File: src/rtl/mult_pipe_pkg.sv
// Shared types and helpers for the mult_pipe shift-and-add multiplier.
// Signed support is compiled in only when MULT_PIPE_SIGNED_EN is defined.
package mult_pipe_pkg;

    localparam int unsigned MAX_WIDTH = 64;

    // Records are sized for the widest legal operand. Narrower builds keep the
    // upper bits at zero, and synthesis prunes that logic away.
    typedef struct packed {
        logic                     valid;
        logic                     sign;
        logic [MAX_WIDTH-1:0]     mcand;
        logic [MAX_WIDTH-1:0]     mplier;
        logic [2*MAX_WIDTH-1:0]   psum;
    } stage_t;

    function automatic int unsigned lat(int unsigned width, int unsigned bps);
        return width / bps + 2;
    endfunction

endpackage

File: src/rtl/mult_pipe_stage.sv
// One accumulate stage: retires BITS_PER_STAGE multiplier bits into the partial sum.
module mult_pipe_stage
    import mult_pipe_pkg::*;
#(
    parameter int unsigned BITS_PER_STAGE = 1,
    parameter int unsigned STAGE          = 0
) (
    input  logic   clk,
    input  logic   rst,
    input  logic   en,
    input  stage_t rec_in,
    output stage_t rec_out
);

    localparam int unsigned PW    = 2 * MAX_WIDTH;
    localparam int unsigned SHIFT = STAGE * BITS_PER_STAGE;

    logic [BITS_PER_STAGE-1:0] digit;
    logic [PW-1:0]             term;
    stage_t                    rec_next;

    always_comb begin
        digit            = rec_in.mplier[SHIFT +: BITS_PER_STAGE];
        term             = (PW'(digit) * PW'(rec_in.mcand)) << SHIFT;
        rec_next         = rec_in;
        rec_next.psum    = rec_in.psum + term;
    end

    always_ff @(posedge clk) begin
        if (rst) begin
            rec_out <= '0;
        end else if (en) begin
            rec_out <= rec_next;
        end
    end

endmodule

File: src/rtl/mult_pipe.sv
// Pipelined multiplier: input register, WIDTH/BITS_PER_STAGE accumulate stages, output register.
// Define MULT_PIPE_SIGNED_EN to compile in two's-complement support via is_signed.
module mult_pipe
    import mult_pipe_pkg::*;
#(
    parameter int unsigned WIDTH          = 16,
    parameter int unsigned BITS_PER_STAGE = 1
) (
    input  logic               clk,
    input  logic               rst,
    input  logic               en,
    input  logic               in_valid,
    input  logic [WIDTH-1:0]   a,
    input  logic [WIDTH-1:0]   b,
    input  logic               is_signed,
    output logic               out_valid,
    output logic [2*WIDTH-1:0] y
);

    localparam int unsigned NSTAGE = lat(WIDTH, BITS_PER_STAGE) - 2;

    if ((WIDTH % BITS_PER_STAGE) != 0 || WIDTH < 2 || WIDTH > MAX_WIDTH) begin : g_bad_cfg
        $error("mult_pipe: WIDTH must be 2..64 and a multiple of BITS_PER_STAGE");
    end

    logic [WIDTH-1:0] a_mag;
    logic [WIDTH-1:0] b_mag;
    logic             res_sign;

`ifdef MULT_PIPE_SIGNED_EN
    logic a_neg;
    logic b_neg;

    always_comb begin
        a_neg    = is_signed & a[WIDTH-1];
        b_neg    = is_signed & b[WIDTH-1];
        // -2^(WIDTH-1) negates to itself, which is the correct unsigned magnitude.
        a_mag    = a_neg ? -a : a;
        b_mag    = b_neg ? -b : b;
        res_sign = a_neg ^ b_neg;
    end
`else
    logic unused_is_signed;

    assign unused_is_signed = is_signed;

    always_comb begin
        a_mag    = a;
        b_mag    = b;
        res_sign = 1'b0;
    end
`endif

    stage_t in_rec;
    stage_t in_q;

    always_comb begin
        in_rec        = '0;
        in_rec.valid  = in_valid;
        in_rec.sign   = res_sign;
        in_rec.mcand  = MAX_WIDTH'(a_mag);
        in_rec.mplier = MAX_WIDTH'(b_mag);
    end

    always_ff @(posedge clk) begin
        if (rst) begin
            in_q <= '0;
        end else if (en) begin
            in_q <= in_rec;
        end
    end

    for (genvar k = 0; k < NSTAGE; k++) begin : g_stage
        stage_t rec_in;
        stage_t rec_out;

        if (k == 0) begin : g_first
            assign rec_in = in_q;
        end else begin : g_chain
            assign rec_in = g_stage[k-1].rec_out;
        end

        mult_pipe_stage #(
            .BITS_PER_STAGE (BITS_PER_STAGE),
            .STAGE          (k)
        ) u_stage (
            .clk     (clk),
            .rst     (rst),
            .en      (en),
            .rec_in  (rec_in),
            .rec_out (rec_out)
        );
    end

    stage_t             last;
    logic [2*WIDTH-1:0] psum_w;
    logic [2*WIDTH-1:0] y_next;
    logic               unused_tail;

    assign last        = g_stage[NSTAGE-1].rec_out;
    assign psum_w      = last.psum[2*WIDTH-1:0];
    assign unused_tail = ^{last.mcand, last.mplier, last.psum, last.sign};

`ifdef MULT_PIPE_SIGNED_EN
    assign y_next = last.sign ? -psum_w : psum_w;
`else
    assign y_next = psum_w;
`endif

    // y only moves on a completed product, so it stays deterministic across bubbles.
    always_ff @(posedge clk) begin
        if (rst) begin
            out_valid <= 1'b0;
            y         <= '0;
        end else if (en) begin
            out_valid <= last.valid;
            if (last.valid) begin
                y <= y_next;
            end
        end
    end

endmodule

File: config.mk
export PLATFORM = sky130hd
export DESIGN_NAME = mult_pipe
export DESIGN_NICKNAME = d
export VERILOG_FILES = /design/src/rtl/mult_pipe_pkg.sv /design/src/rtl/mult_pipe_stage.sv /design/src/rtl/mult_pipe.sv
export SDC_FILE = /design/constraint.sdc
export NUM_CORES = 2
export LEC_CHECK = 0
export BUFFER_PORTS_ARGS = -buffer_cell sky130_fd_sc_hd__buf_4
export CAP_MARGIN = 40
export CORE_MARGIN = 1.5
export CORE_UTILIZATION = 54
export DETAILED_ROUTE_END_ITERATION = 8
export GPL_TIMING_DRIVEN = 0
export PLACE_DENSITY = 0.66
export REMOVE_ABC_BUFFERS = 1
export SYNTH_ARGS = -nofsm -noshare
export SYNTH_HDL_FRONTEND = slang
export SYNTH_SLANG_ARGS = --single-unit
File: constraint.sdc
create_clock -name clk -period 4.8 [get_ports clk]
set_input_delay 0.96 -clock clk [delete_from_list [all_inputs] [get_ports clk]]
set_output_delay 0.96 -clock clk [all_outputs]
set_load 0.1 [all_outputs]
==> results.env <==
COUNT_OF_HOLD_FIX_BUFFERS_INSERTED_AT_CTS=0
STATIC-LEAKAGE-POWER_nW=20.4
CRIT_FANOUT=153
SETUP_TOTAL_NEGATIVE_SLACK_NS=0
RUN_STATUS='completed'
DIE_AREA_MM2=0.0762
SYNTH-MAIN-FF-CELL='dfxtp_1'
MIN-DELAY-PATH-CLASS='reg2reg'
GRT_START_MAX_NET_PINS=158
ANTENNA_VIOLATING_NETS_POST_ROUTE=0
POWER-PER-CELL-AREA_mW_PER_MM2=329
REPORT.POWER.TOTAL_mW=14.7
COUNT_OF_INSTANCES_RESIZED_AFTER_THE_CLOCK_TREE_IS_BUILT=0
SYNTH_ENABLE_FLOP_CELLS=0
POST_CTS_BUFFERS=0
ROUTE.DETAILED.VIAS_PER_INST=5.46
ENDPOINT_KIND='flip-flop'
MAXSLEWVIOLCOUNT=0
IRDROPWORSTVDD_uV=275
SYN_INST=4384
YOSYS.CELL_TYPES.COUNT=72
VIAS=29300
GLOBALPLACE.CONGESTION=0.830
GLOBAL_ROUTE.USAGE.TOTAL=0.211
CLK-INSERTION-DELAY-LATE_NS=0.65
GLOBAL_ROUTE_WIRE_LENGTH_BEFORE_REPAIR_MM=138
DRIVE_ABOVE_1_SHARE=0.0601
DRCVIOLATIONCOUNT=0
CP.REQUIRED_NS=5.33
YS_FF_LATCH=833
CORE_REGION_AREA_MM2=0.0733
WORST_CASE_SETUP_SLACK_AFTER_PLACEMENT_NS=-0.0438
START_UTIL=0.549
P_INT_mW=11.4
HOLDPATHSTAGES=2
GRT_SETUP_UNREPAIRED='false'
WORST_SLEW_MARGIN_REL=0.445
GRT-OVFL-TOTAL=0
CP_DATA_ARRIVAL_TIME_NS=4.64
POWER.SHARE.SEQUENTIAL=0.477
AVGSYNTHCELLAREA_UM2=9.18
FINALCRITPERIODSHARE=0.857
MAX_CAPACITANCE_VIOLATION_COUNT=0
WORST_SLEW_PIN_SLEW_NS=0.833
ROUTEDWLPERCELL_UM=15.3
PLACE.PORT_BUFFERS=68
RR_WORST_DEPTH=10
CTS_INSERTED_BUFFERS=90
SYNTH-ASYNC-RESET-RATIO=0
CTS_MAX_LEVEL=3
STDCELL_AREA_MM2=0.0447
DIE_WIDTH_UM=276
PERIOD_NEEDED_NS=4.11
SYNTH_SEQUENTIAL_AREA_RATIO=0.414
CLOCK_TREE.BUFFER_DEPTH=3
SYNTHESIS.YOSYS.WARNINGS=0
CLOCK_TREE_FROM_TRITONCTS='built'
SINK_COUNT_OF_THE_CLOCK_TREE=833
WORST_SETUP_HOLD_PATH_CLK_SLEW_NS=0.06
ACHIEVABLE-FREQUENCY_MHz=243
TIMING.CRITICAL_PATH.FROM_TYPE='primary input'
CTS_ROOT_BUFFER='clkbuf_16'
GRT_ANTENNA_BEFORE_REPAIR=0
SWITCHING_SHARE=0.224
PLACED_CELL_AREA_MM2=0.0416
DETAIL_ROUTE.FIRST_PASS.ITERATIONS=5
FP-ROW-COUNT=99
LAYOUT_SETUP_WS_NS=0.687
DESIGN.PORTCOUNT=70
POWER_FRAC_COMB=0.042
SHARE_CLK_OF_TOTAL_POWER=0.481
FINALSETUPVIOLATIONS=0
DIE_Y_UM=276
SYN2LAYOUT_AREA_GROWTH_PCT=11.0
PLACE.DETAILED.HPWL_MM=55.4
TIMING.FINAL.HOLD_VIOLATIONS=0
VIAS_IN_THE_FIRST_GLOBAL_ROUTE=27900
DRT-TOTAL-WL_MM=82.0
DIODES=0
SYNTH.CELL_AREA_MM2=0.0403
FINAL_NET_COUNT=4626
FINAL.SETUP_SKEW_NS=0.0200
DETAILEDROUTE.FIRSTITERATIONVIOLATIONS=1445
CRITICAL_PATH_CLASS='in2reg'
POWER.SWITCHING_mW=3.29
==> stage by stage <==
step,instances,hold WS [ns],utilization
floorplan,4154,0.425,-
global placement,5181,0.439,0.559
detailed placement,5202,0.444,0.567
CTS,5366,0.455,0.609
global route,5366,0.474,0.609
finish,5366,0.453,0.609
==> metal layers <==
layer,global-route usage,vias to the layer above,wire (µm)
li1,-,15200,-
met1,0.276,13700,39300
met2,0.362,302,38500
met3,0.0284,138,2000
met4,0.0637,0,2240
met5,0,-,0
==> worst max-delay path, stage by stage <==
cell	delay [ns]
buf_8	0.31
buf_16	0.36
buf_16	0.37
buf_16	0.44
inv_2	0.50
nand2_4	0.59
buf_12	0.30
nor3b_1	0.11
a221oi_1	0.29
nand2_1	0.10
==> registers in the layout (all words and copies together) (netlist names) <==
register,cells
g_stage.rec_in,33
out_valid,1
g_stage.u_stage.rec_out,767
y,32
==> Yosys cell counts, drive strengths merged, types with 5 or more instances <==
| cell | n | share of area |
|---|---|---|
| a21boi | 8 | 0.0015 |
| nand3 | 44 | 0.0055 |
| and2 | 246 | 0.038 |
| nor4 | 7 | 0.0011 |
| nor2b | 10 | 0.0016 |
| o211ai | 17 | 0.0033 |
| a21oi | 233 | 0.029 |
| a221oi | 9 | 0.0020 |
| o21ai | 163 | 0.020 |
| and4 | 6 | 0.0013 |
| fa | 15 | 0.0075 |
| xor2 | 61 | 0.013 |
| a31oi | 18 | 0.0028 |
| nand2b | 20 | 0.0031 |
| nand2 | 251 | 0.023 |
| dfxtp | 833 | 0.41 |
| o21bai | 31 | 0.0058 |
| ha | 239 | 0.074 |
| a311oi | 7 | 0.0015 |
| a32o | 15 | 0.0037 |
| o22ai | 17 | 0.0026 |
| or3 | 18 | 0.0028 |
| o31ai | 11 | 0.0022 |
| o21a | 29 | 0.0054 |
| nand4 | 18 | 0.0028 |
| nor3b | 9 | 0.0017 |
| o221ai | 5 | 0.0011 |
| nor2 | 756 | 0.070 |
| a22o | 10 | 0.0022 |
| and3 | 16 | 0.0025 |
| a211oi | 49 | 0.0091 |
| a21o | 89 | 0.017 |
| xnor2 | 100 | 0.022 |
| a2111oi | 10 | 0.0025 |
| a211o | 15 | 0.0033 |
| inv | 56 | 0.0052 |
| clkbuf | 148 | 0.014 |
| or2 | 8 | 0.0012 |
| mux2i | 621 | 0.15 |
| nor3 | 37 | 0.0046 |
| buf | 82 | 0.0096 |
==> area by class of cell <==
type	instances	area [µm²]
fillers	6546	28600
multi-input cells	3265	22400
flip-flops and latches	833	16700
clock buffers	132	2710
well taps	959	1200
repair buffers	89	1060
clock inverters	32	385
inverters	56	213
==> logic make-up (layout without fill, tap and decap cells) <==
kind of cell    after synthesis  after routing  share of synthesized area
simple gates               1458           1458                      0.163
flops                       833            833                      0.414
compound gates              770            770                      0.123
mux                         622            622                      0.155
buf+inv                     286            309                     0.0287
fa+ha+maj                   254            254                     0.0817
xor+xnor                    161            161                     0.0350
==> path summary, 6_finish.rpt <==
check                                    endpoint  slack, ns                              from
setup / recovery  g_stage[14].u_stage.rec_out[24]       0.69                               rst
setup reg to reg  g_stage[15].u_stage.rec_out[31]       1.50  g_stage[14].u_stage.rec_out[143]
hold reg to reg   g_stage[15].u_stage.rec_out[25]       0.45   g_stage[15].u_stage.rec_out[25]
hold / removal    g_stage[15].u_stage.rec_out[25]       0.45   g_stage[15].u_stage.rec_out[25]
==> cell usage in the layout (no fill, tap or decap), types with 16 or more instances in the layout <==
cell       synthesis  final
a211oi_1          49     49
nand3_1           44     44
or3_1             18     18
a21oi_1          232    232
nand4_1           18     18
xor2_1            61     61
clkbuf_8           0     28
clkinv_2           0     16
a21o_1            89     89
ha_1             239    239
o21a_1            29     29
nor3_1            37     37
buf_16             0     16
inv_1             56     54
nand2b_1          20     20
nor2_1           756    754
mux2i_1          621    621
and3_1            16     16
buf_4              0     66
o211ai_1          16     16
dfxtp_1          833    833
a31oi_1           18     18
xnor2_1          100    100
and2_1           246    246
o21ai_0          160    160
o21bai_1          31     31
clkbuf_16          0     91
o22ai_1           17     17
nand2_1          251    250
==> power groups by stage <==
stage	sequential, mW	clock [mW]	combinational, mW
global route	7.03	7.53	0.667
floorplan	7.16	0	0.248
global placement	7.18	0	0.796
detailed placement	7.18	0	0.620
finish	7.02	7.08	0.615
CTS	7.02	7.26	0.622
(Power assumes the default switching activity.)
